[config.mk]
export PLATFORM = sky130hd
export DESIGN_NAME = spam_arbiter
export DESIGN_NICKNAME = d
export VERILOG_FILES = /design/src/rtl/spam_arbiter.sv
export SDC_FILE = /design/constraint.sdc
export NUM_CORES = 1
export LEC_CHECK = 0
export CAP_MARGIN = 20
export CELL_PAD_IN_SITES_DETAIL_PLACEMENT = 0
export CELL_PAD_IN_SITES_GLOBAL_PLACEMENT = 1
export CORE_MARGIN = 4
export CORE_UTILIZATION = 32
export DETAILED_ROUTE_END_ITERATION = 8
export GPL_TIMING_DRIVEN = 0
export PLACE_DENSITY_LB_ADDON = 0.1
export SKIP_LAST_GASP = 1
export SLEW_MARGIN = 20
export SYNTH_ARGS = -nofsm -noshare
export SYNTH_HDL_FRONTEND = slang
export SYNTH_SLANG_ARGS = --single-unit
[constraint.sdc]
create_clock -name clk -period 11.9 [get_ports clk]
set_input_delay 2.38 -clock clk [delete_from_list [all_inputs] [get_ports clk]]
set_output_delay 2.38 -clock clk [all_outputs]
set_load 0.005 [all_outputs]
[src/rtl/spam_arbiter.sv]
// Round-robin arbiter sharing one SPAM bus among SPAM_MASTERS requesters.
// Ports: clk/rst; packed req_* in, req_acks/rsp_* out; spamo_* command out, spami_* slave status in.
module spam_arbiter #(
    parameter int SPAM_MASTERS = 2,
    parameter int ADDR_W       = 24,
    parameter int DATA_W       = 32,
    parameter int DID_W        = 4,
    parameter int DID_BASE     = 0,
    parameter int TIMEOUT      = 255
) (
    input  logic                           clk,
    input  logic                           rst,
    input  logic [SPAM_MASTERS-1:0]        req_valids,
    input  logic [SPAM_MASTERS-1:0]        req_r_nws,
    input  logic [SPAM_MASTERS*ADDR_W-1:0] req_addrs,
    input  logic [SPAM_MASTERS*DATA_W-1:0] req_datas,
    output logic [SPAM_MASTERS-1:0]        req_acks,
    output logic [SPAM_MASTERS-1:0]        rsp_dones,
    output logic [DATA_W-1:0]              rsp_data,
    output logic                           rsp_err,
    output logic                           spamo_valid,
    output logic                           spamo_r_nw,
    output logic [DID_W-1:0]               spamo_did,
    output logic [ADDR_W-1:0]              spamo_addr,
    output logic [DATA_W-1:0]              spamo_data,
    input  logic                           spami_busy_b,
    input  logic [DATA_W-1:0]              spami_data
);

    localparam int GW = (SPAM_MASTERS > 1) ? $clog2(SPAM_MASTERS) : 1;

    localparam logic [1:0] IDLE  = 2'd0;
    localparam logic [1:0] ISSUE = 2'd1;
    localparam logic [1:0] WAIT  = 2'd2;

    localparam logic [SPAM_MASTERS-1:0] ONE = SPAM_MASTERS'(1);
    localparam logic [15:0] CNT_LAST = 16'(TIMEOUT - 1);

    logic [1:0]        state;
    // Holds the owner of the outstanding command as well as the
    // round-robin pointer; both are the same index.
    logic [GW-1:0]     last_grant;
    logic [15:0]       cnt;

    logic              hi_found;
    logic [GW-1:0]     hi_idx;
    logic              lo_found;
    logic [GW-1:0]     lo_idx;
    logic [GW-1:0]     next_grant;
    logic              sel_r_nw;
    logic [ADDR_W-1:0] sel_addr;
    logic [DATA_W-1:0] sel_data;

    // Rotating priority: the lowest requester above last_grant wins,
    // otherwise wrap around to the lowest requester overall.
    always_comb begin
        hi_found = 1'b0;
        hi_idx   = '0;
        lo_found = 1'b0;
        lo_idx   = '0;
        for (int i = 0; i < SPAM_MASTERS; i++) begin
            if (!hi_found && req_valids[i] && GW'(i) > last_grant) begin
                hi_found = 1'b1;
                hi_idx   = GW'(i);
            end
            if (!lo_found && req_valids[i]) begin
                lo_found = 1'b1;
                lo_idx   = GW'(i);
            end
        end
        next_grant = hi_found ? hi_idx : lo_idx;
    end

    always_comb begin
        sel_r_nw = 1'b0;
        sel_addr = '0;
        sel_data = '0;
        for (int i = 0; i < SPAM_MASTERS; i++) begin
            if (GW'(i) == next_grant) begin
                sel_r_nw = req_r_nws[i];
                sel_addr = req_addrs[i*ADDR_W +: ADDR_W];
                sel_data = req_datas[i*DATA_W +: DATA_W];
            end
        end
    end

    always_ff @(posedge clk or posedge rst) begin
        if (rst) begin
            state       <= IDLE;
            last_grant  <= GW'(SPAM_MASTERS - 1);
            cnt         <= '0;
            req_acks    <= '0;
            rsp_dones   <= '0;
            rsp_data    <= '0;
            rsp_err     <= 1'b0;
            spamo_valid <= 1'b0;
            spamo_r_nw  <= 1'b0;
            spamo_did   <= '0;
            spamo_addr  <= '0;
            spamo_data  <= '0;
        end else begin
            req_acks    <= '0;
            rsp_dones   <= '0;
            spamo_valid <= 1'b0;
            case (state)
                IDLE: begin
                    if (|req_valids) begin
                        last_grant  <= next_grant;
                        spamo_r_nw  <= sel_r_nw;
                        spamo_addr  <= sel_addr;
                        spamo_data  <= sel_data;
                        spamo_did   <= DID_W'(DID_BASE + int'(next_grant));
                        // Strobe and ack become visible together in ISSUE.
                        spamo_valid <= 1'b1;
                        req_acks    <= ONE << next_grant;
                        state       <= ISSUE;
                    end
                end
                ISSUE: begin
                    cnt   <= '0;
                    state <= WAIT;
                end
                WAIT: begin
                    if (spami_busy_b) begin
                        rsp_data  <= spamo_r_nw ? spami_data : '0;
                        rsp_err   <= 1'b0;
                        rsp_dones <= ONE << last_grant;
                        state     <= IDLE;
                    end else if (cnt == CNT_LAST) begin
                        rsp_data  <= '1;
                        rsp_err   <= 1'b1;
                        rsp_dones <= ONE << last_grant;
                        state     <= IDLE;
                    end else begin
                        cnt <= cnt + 16'd1;
                    end
                end
                default: begin
                    state <= IDLE;
                end
            endcase
        end
    end

endmodule

== Word-level counts from Yosys, hierarchy flattened ==
Index checks and enable logic that the tools add are counted.

* Memories: 0
* Bits in registers: 115
* Input port bits: 151
* Bits in read-only memories: 0
* Output and inout bits: 99
* Logic and storage cells: 66
* Memory bits (writable): 0
* Latch bits: 0

* Magnitude comparators: 2
* Equal/unequal tests: 7
* Multipliers: 0
* Mux-type cells: 28
* Reductions and logical operators: 14
* $add $sub $neg: 1
* Divide/modulo/power cells: 0
* Bitwise gates (word level): 0
* Shifts and indexed selects: 2

{| class="wikitable"
|+ Operator list
! kind !! count
|-
| $mux W32 || 4
|-
| $mux W16 || 2
|-
| $pmux W16 S2 || 1
|-
| $mux W24 || 1
|-
| $add A16 B1 Y16 const B || 1
|-
| $eq A16 B8 Y1 const B || 1
|-
| $mux W2 || 8
|-
| $mux W1 || 11
|-
| $ne A2 B2 Y1 const B || 3
|-
| $pmux W2 S3 || 1
|-
| $reduce_and A2 Y1 || 3
|-
| $logic_and A1 B1 Y1 || 4
|-
| $reduce_bool A2 Y1 || 2
|-
| $shl A1 B1 Y2 const A || 2
|-
| $ne A3 B3 Y1 const B || 1
|-
| $reduce_and A3 Y1 || 1
|-
| $eq A2 B1 Y1 const B || 1
|-
| $eq A2 B2 Y1 const B || 1
|-
| $gt A1 B1 Y1 const A || 2
|-
| $logic_not A1 Y1 || 2
|-
| $logic_not A2 Y1 || 1
|-
| $reduce_or A2 Y1 || 1
|}

== Longest topological paths before layout ==
Gate-level depths: netlist of run 1.

* Depth after elaboration: 11
* Gate-level depth with buffers: 7
* Depth with buffers taken out: 6

== Worst setup path after synthesis of run 1 ==
Ideal clock, no wire load.

* Path type: input to register
* Start point: input req_valids[1]
* End point: register spamo_addr[0]
* Stages: 6
* Data arrival time: 3.464 ns
* Data required time: 11.834 ns
* Path buffers: 2
* Setup time: 0.066 ns
* Path slack: 8.370 ns
* Cell sequence: a21boi_1 nor2b_1 buf_2 buf_2 a22oi_1 nand2_1

* Cells in the longest elaborated chain, start to end: 5
* Elaborated cells between the ends (all ways): 10
* Those cells by class: 5 x mux; 5 x reduce/logical

{| class="wikitable"
|+ RTL lines
! what !! RTL line !! RTL
|-
| from (decl) || 13 || <nowiki>input logic [SPAM_MASTERS-1:0] req_valids,</nowiki>
|-
| $logic_and A1 B1 Y1 (2 in a row) || 62 || <nowiki>if (!hi_found && req_valids[i] && GW'(i) > last_grant) begin</nowiki>
|-
| $mux W1 || 62 ||
|-
| $mux W1 || 71 || <nowiki>next_grant = hi_found ? hi_idx : lo_idx;</nowiki>
|-
| $mux W24 || 79 || <nowiki>if (GW'(i) == next_grant) begin</nowiki>
|-
| to (signal assigned) || 110 || <nowiki>spamo_addr <= sel_addr;</nowiki>
|-
| to (decl) || 24 || <nowiki>output logic [ADDR_W-1:0] spamo_addr,</nowiki>
|}

Several ways; a longest one is shown, not always the timed one.
A chain may end at the register's enable or synchronous reset.

== Final worst setup path of run 1 ==
* Start point: input req_valids[1]
* End point: register spamo_data[26]

* Cells in the longest elaborated chain, start to end: 5
* Elaborated cells between the ends (all ways): 10
* Those cells by class: 5 x mux; 5 x reduce/logical

{| class="wikitable"
|+ RTL lines
! what !! RTL line !! RTL
|-
| $logic_and A1 B1 Y1 (2 in a row) || 62 ||
|-
| $mux W1 || 62 ||
|-
| $mux W1 || 71 ||
|-
| $mux W32 || 79 ||
|-
| to (signal assigned) || 111 || <nowiki>spamo_data <= sel_data;</nowiki>
|-
| to (decl) || 25 || <nowiki>output logic [DATA_W-1:0] spamo_data,</nowiki>
|}

Several ways; a longest one is shown, not always the timed one.

==> metrics.txt, run 1 <==
Inserted Clock Buffers 17; global-route wire length before repair 26800 µm; GRT Util Overall 0.191; CP arrival 4.30 ns; drc violations 0; number of buffers added for setup after CTS 0; 1st-iter DRT viols 185; share of the synthesized area in the top cell type 0.559; most frequently used flop master after synthesis dfrtp_1; CTS max path bufs 2; Max-Cap Viols 0; clk_skew 0.00696 ns; H-tree levels 4; status finished clean; max-slew violations 0; Setup TNS Final 0 ns; RSZ-0062 raised after global routing no; syn_area_per_cell 10.4 µm²; crit end category register; Post-DP Area 7870 µm²; Min-Delay Path Class reg2reg; Die Wd 134 µm; Seq/Total Area, Yosys 0.564; post-layout min period 3.95 ns; EDFF count, synth 0; Finish-stage setup viols 0; vias in the first global route 5130; post-cts repair resize count 0; ant diodes 0; Worst setup SP type input port; Initial Util 0.331; die area 18000 µm²; synthesized cell area 5110 µm²; Clock Tree Root clkbuf_16; worst r2r src last_grant; Worst-path clk slew 0.05 ns; CTS Hold Bufs 0; Peak VDD IR 0.000111 V; ys async rst share 1.00; first drt pass iteration count 4; I/O pins 250; synthesized instance count 491; NumNets Final 912; WL/cell 17.3 µm; WL final 17000 µm; Routability Congestion 0.833; row count 45; via count 4747; flops & latches, synth 115; chip height 134 µm; proportion of layout cells with a drive suffix above 1 0.0765; number of port buffers 246; beginning of the critical path req_valids[1]; CTS sink cnt 115; Crit Path Category in2reg; grt total ovfl 0; final period utilization 0.332; initial antenna violation count 1; YS warnings 0; Max Freq 253 MHz; Final Hold Fails 0; Vias/cell 4.83; fin area 8550 µm²; Synth area leaders dfrtp_1 56%, nand2_1 10%, a2bb2oi_1 5.5%, mux2i_1 5.5%, a22oi_1 5.1%; largest net degree at the start of global routing 63; TritonCTS clock tree done; worst hold start spamo_addr[12]; slew of the pin with the lowest slew margin 0.645 ns; area of the core 15400 µm²; worst endpoint required time 12.25 ns; Yosys cell types 46; post-route antenna net violation count 0; hpwl dp 12900 µm; Yosys top cell by area dfrtp_1; slew margin rel. 0.567; P per Cell Area 244 nW/µm²; area growth from synthesis to layout 67.4%; LEAKAGE 0.00371 µW; worst-path fanout max 10; clock latency on the worst-skew pair 0.41 ns
[cells in the mapped netlist (2+ instances only)]
cell type,instances
a21o_1,2
a22oi_1,35
a2bb2oi_1,32
and3_1,4
and4_1,3
buf_2,11
buf_4,3
buf_6,2
clkbuf_1,21
dfrtp_1,114
ha_1,2
inv_1,12
mux2i_1,28
nand2_1,137
nand2b_1,2
nand3_1,7
nand4_1,6
nor2_1,3
nor2b_1,3
nor3_1,3
nor3_2,2
o2111ai_1,2
o211ai_1,2
o21ai_0,24
o221ai_1,5
or4_1,6
[kinds of logic (layout without fill, tap and decap cells)]
| logic type | count (synthesis) | in the layout | share of synthesized area |
|---|---|---|---|
| compound gates | 110 | 110 | 0.165 |
| buf+inv | 50 | 328 | 0.0446 |
| mux | 28 | 28 | 0.0549 |
| flops | 115 | 115 | 0.564 |
| other cells | 1 | 3 | 0.000734 |
| simple gates | 185 | 185 | 0.166 |
| fa+ha+maj | 2 | 2 | 0.00490 |
[registers in the layout (all words and copies together), names as in the netlist]
name	count
spamo_valid	1
spamo_addr	24
req_acks	2
rsp_err	1
rsp_dones	2
last_grant	1
cnt	16
rsp_data	32
spamo_r_nw	1
spamo_did	1
spamo_data	32
state	2
[cells in the final DEF (no fill, tap or decap), types with 3 or more instances in the layout]
cell type / netlist / layout
a22oi_1: 35 / 35
a2bb2oi_1: 32 / 32
and3_1: 4 / 4
and4_1: 3 / 3
buf_2: 11 / 11
buf_4: 3 / 3
bufinv_16: 0 / 6
clkbuf_1: 21 / 22
clkbuf_16: 0 / 17
clkbuf_8: 0 / 3
clkdlybuf4s50_1: 0 / 246
clkinv_2: 0 / 3
conb_1: 1 / 3
dfrtp_1: 114 / 114
inv_1: 12 / 11
mux2i_1: 28 / 28
nand2_1: 137 / 137
nand3_1: 7 / 7
nand4_1: 6 / 6
nor2_1: 3 / 3
nor2b_1: 3 / 3
nor3_1: 3 / 3
o21ai_0: 24 / 24
o221ai_1: 5 / 5
or4_1: 6 / 6
[critical path, stage by stage]
cell             delay [ns]
clkdlybuf4s50_1        0.47
a21boi_1               0.49
nor2b_1                0.23
buf_2                  0.27
buf_2                  0.25
a22oi_1                0.12
nand2_1                0.08
[metrics by stage]
step	total power, µW	setup slack, ns	hold WS (ns)	std cells	utilization
detailed placement	1520	7.49	0.456	951	0.510
global placement	1510	4.65	0.451	950	0.508
floorplan	999	6.48	0.463	493	-
CTS	2110	7.94	0.468	982	0.554
finish	2080	7.95	0.460	982	0.554
global route	2220	7.70	0.489	982	0.554
[final timing paths]
check | endpoint | slack, ns | depth (start not counted)
max | spamo_data[26] | 7.95 | 7
min | spamo_addr[12] | 0.46 | 2
max reg2reg | spamo_data[30] | 9.82 | 5
min reg2reg | spamo_addr[12] | 0.46 | 2
max in group asynchronous | rsp_data[19] | 8.82 | 3
min in group asynchronous | spamo_data[15] | 2.39 | 2
[where the power goes]
group	total (µW)	switching, µW	internal (µW)	leakage (µW)
clock network	583	176	407	0.000329
registers	663	97.3	566	0.00141
logic	836	368	469	0.00197
total	2080	641	1440	0.00371
[routing by layer]
layer / global-route usage / wire length (µm) / vias up
met3: 0.0870 / 1520 / 40
met5: 0 / 12 / -
met4: 0.0781 / 506 / 2
met2: 0.309 / 8090 / 185
li1: - / - / 2271
met1: 0.221 / 6850 / 2249
[cell type report]
class,count,area (µm²)
Timing Repair Buffer,247,2490
Buffer,38,183
Fill cell,1382,6880
Multi-Input combinational cell,328,2010
Inverter,12,50.0
Sequential cell,115,2880
Clock buffer,21,470
Clock inverter,10,203
Tap cell,211,264
No activity file was read; power rests on OpenSTA's default activity.
==> run 2: changes to the inputs <==
--- a/config.mk
+++ b/config.mk
@@ -9,7 +9,7 @@
 export CELL_PAD_IN_SITES_DETAIL_PLACEMENT = 0
 export CELL_PAD_IN_SITES_GLOBAL_PLACEMENT = 1
 export CORE_MARGIN = 4
-export CORE_UTILIZATION = 32
+export CORE_UTILIZATION = 27
 export DETAILED_ROUTE_END_ITERATION = 8
 export GPL_TIMING_DRIVEN = 0
 export PLACE_DENSITY_LB_ADDON = 0.1
==> constraint.sdc (replaced) <==
create_clock -name clk -period 3.2 [get_ports clk]
set_input_delay 0.64 -clock clk [delete_from_list [all_inputs] [get_ports clk]]
set_output_delay 0.64 -clock clk [all_outputs]
set_load 0.005 [all_outputs]
==> run 2 against run 1 <==
Global-route usage shrank 2.4 points. Cell area grew 0.54%. Combinational power rose to 3.8 times the previous value. Highest routed layer is now met4. Critical endpoint is now spamo_data[22]. Clock power rose to 3.5 times the previous value.
==> metrics.txt, run 2 (synthesized netlist as in run 1, its figures left out) <==
status finished clean; post-route antenna net violation count 0; Initial Util 0.274; CTS Hold Bufs 0; Max Freq 420 MHz; largest net degree at the start of global routing 32; R2R cell count 5; Finish-stage setup viols 0; first drt pass iteration count 4; Critical Path Slowest Stage Cell clkbuf_1; Inserted Clock Buffers 17; I/O pins 250; worst hold start spamo_addr[14]; commonest non-fill, non-tap cells in the layout 246 x clkdlybuf4s50_1, 137 x nand2_1, 114 x dfrtp_1; initial antenna violation count 0; cell family with most CP delay buffers and inverters; 1st-iter DRT viols 117; number of buffers added for setup after CTS 0; met2 usage 0.280; die area 21200 µm²; RSZ-0062 raised after global routing no; vias in the first global route 5006; clock latency on the worst-skew pair 0.41 ns; hold path depth 2; Max-Cap Viols 0; worst r2r src last_grant; post-layout min period 2.38 ns; biggest regs rsp_data x32, spamo_data x32, spamo_addr x24; worst endpoint required time 3.54 ns; worst reg-to-reg setup slack 1.10 ns; Die Wd 146 µm; WL final 17400 µm; max incr delay on CP 0.52 ns; via count 4728; fin area 8590 µm²; # fillers 1806; Vias/cell 4.69; Peak VDD IR 0.000426 V; post-place setup slack 0.331 ns; P per Cell Area 892 nW/µm²; Worst setup SP type input port; Most Used Layer, Global Route met2; Worst-path clk slew 0.05 ns; row count 50; crit path buf inv count 2; crit end category register; H-tree levels 4; clk_skew 0.00649 ns; CP arrival 2.72 ns; worst-path fanout max 10; met3 Track Usage GR 0.0688; TritonCTS clock tree done; Routability Congestion 0.765; slew of the pin with the lowest slew margin 0.646 ns; drc violations 0; leading cell type in the layout, fill and taps excluded clkdlybuf4s50_1; chip height 146 µm; worst r2r dst spamo_addr[1]; Post-DP Area 7950 µm²; Min-Delay Path Class reg2reg; NumNets Final 915; total power 7670 µW; area of the core 18600 µm²; global-route wire length before repair 27900 µm; Clock Tree Root clkbuf_16; GRT Util Overall 0.167; area growth from synthesis to layout 68.3%; ant diodes 0; grt total ovfl 0; setup slack after layout 0.821 ns; GR Util met1 0.197; number of port buffers 246; CP cell instances clkdlybuf4s50_1 > a21boi_1 > nor2b_1 > clkbuf_1 > a22oi_1 > nand2_1; CTS max path bufs 2; Min-Delay Endpoint spamo_addr[14]; final period utilization 0.743; Crit Path Category in2reg; Final Hold Fails 0; proportion of layout cells with a drive suffix above 1 0.0801; post-cts repair resize count 0; WL/cell 17.2 µm; CTS sink cnt 115; max-slew violations 0; hpwl dp 13400 µm; slew margin rel. 0.567; LEAKAGE 0.00372 µW
==> run 2: changes by cell type in the layout (fill, tap and decap cells not counted), sizes merged <==
cell	previous run	this run
buf	18	21
bufinv	6	5
inv	12	11
clkinv	3	5
clkinvlp	1	2
clkbuf	42	41
==> run 2: power breakdown <==
part	switching (µW)	internal [µW]	leakage, µW
clock network	654	1410	0.000315
logic	1400	1750	0.00199
registers	354	2100	0.00141
total	2400	5260	0.00372
==> run 2: area by class of cell <==
type,count,area (µm²),area share
Inverter,12,48.8,0.00568
Buffer,38,183,0.0213
Tap cell,234,293,0.0341
Clock inverter,11,183,0.0213
Sequential cell,115,2880,0.335
Multi-Input combinational cell,328,2010,0.234
Clock buffer,20,457,0.0532
Timing Repair Buffer,250,2540,0.296
==> run 2: layer usage <==
layer	vias to the layer above	routed length, µm
met5	-	0
met4	0	232
met3	15	1500
met2	164	8530
met1	2275	7090
li1	2274	-
==> run 2: how the worst max path moves through the flow <==
stage	start	endpoint	slack (ns)	cells after the start
after global placement	rst	spamo_data[27]	-0.08	2
after detailed placement	req_valids[1]	spamo_data[22]	0.33	6
after CTS	req_valids[1]	spamo_data[22]	0.76	6
final	req_valids[1]	spamo_data[22]	0.82	6
after floorplan	rst	cnt[0]	1.16	1
after global routing	req_valids[1]	spamo_data[22]	0.62	6
==> run 2: worst register-to-register path, stage by stage, from the launching register on <==
cell and delay (ns):
dfstp_2 0.57, a21boi_1 0.19, nor3_2 0.54, clkbuf_1 0.47, a22oi_1 0.19, nand2_1 0.09
==> run 2: stage by stage <==
| step | instances | util | hold WS [ns] | setup TNS, ns |
|---|---|---|---|---|
| after floorplan | 493 | - | 0.463 | 0 |
| after global placement | 973 | 0.422 | 0.451 | -8.22 |
| after detailed placement | 977 | 0.427 | 0.456 | 0 |
| after CTS | 1008 | 0.461 | 0.468 | 0 |
| after global routing | 1008 | 0.461 | 0.480 | 0 |
| final | 1008 | 0.461 | 0.461 | 0 |
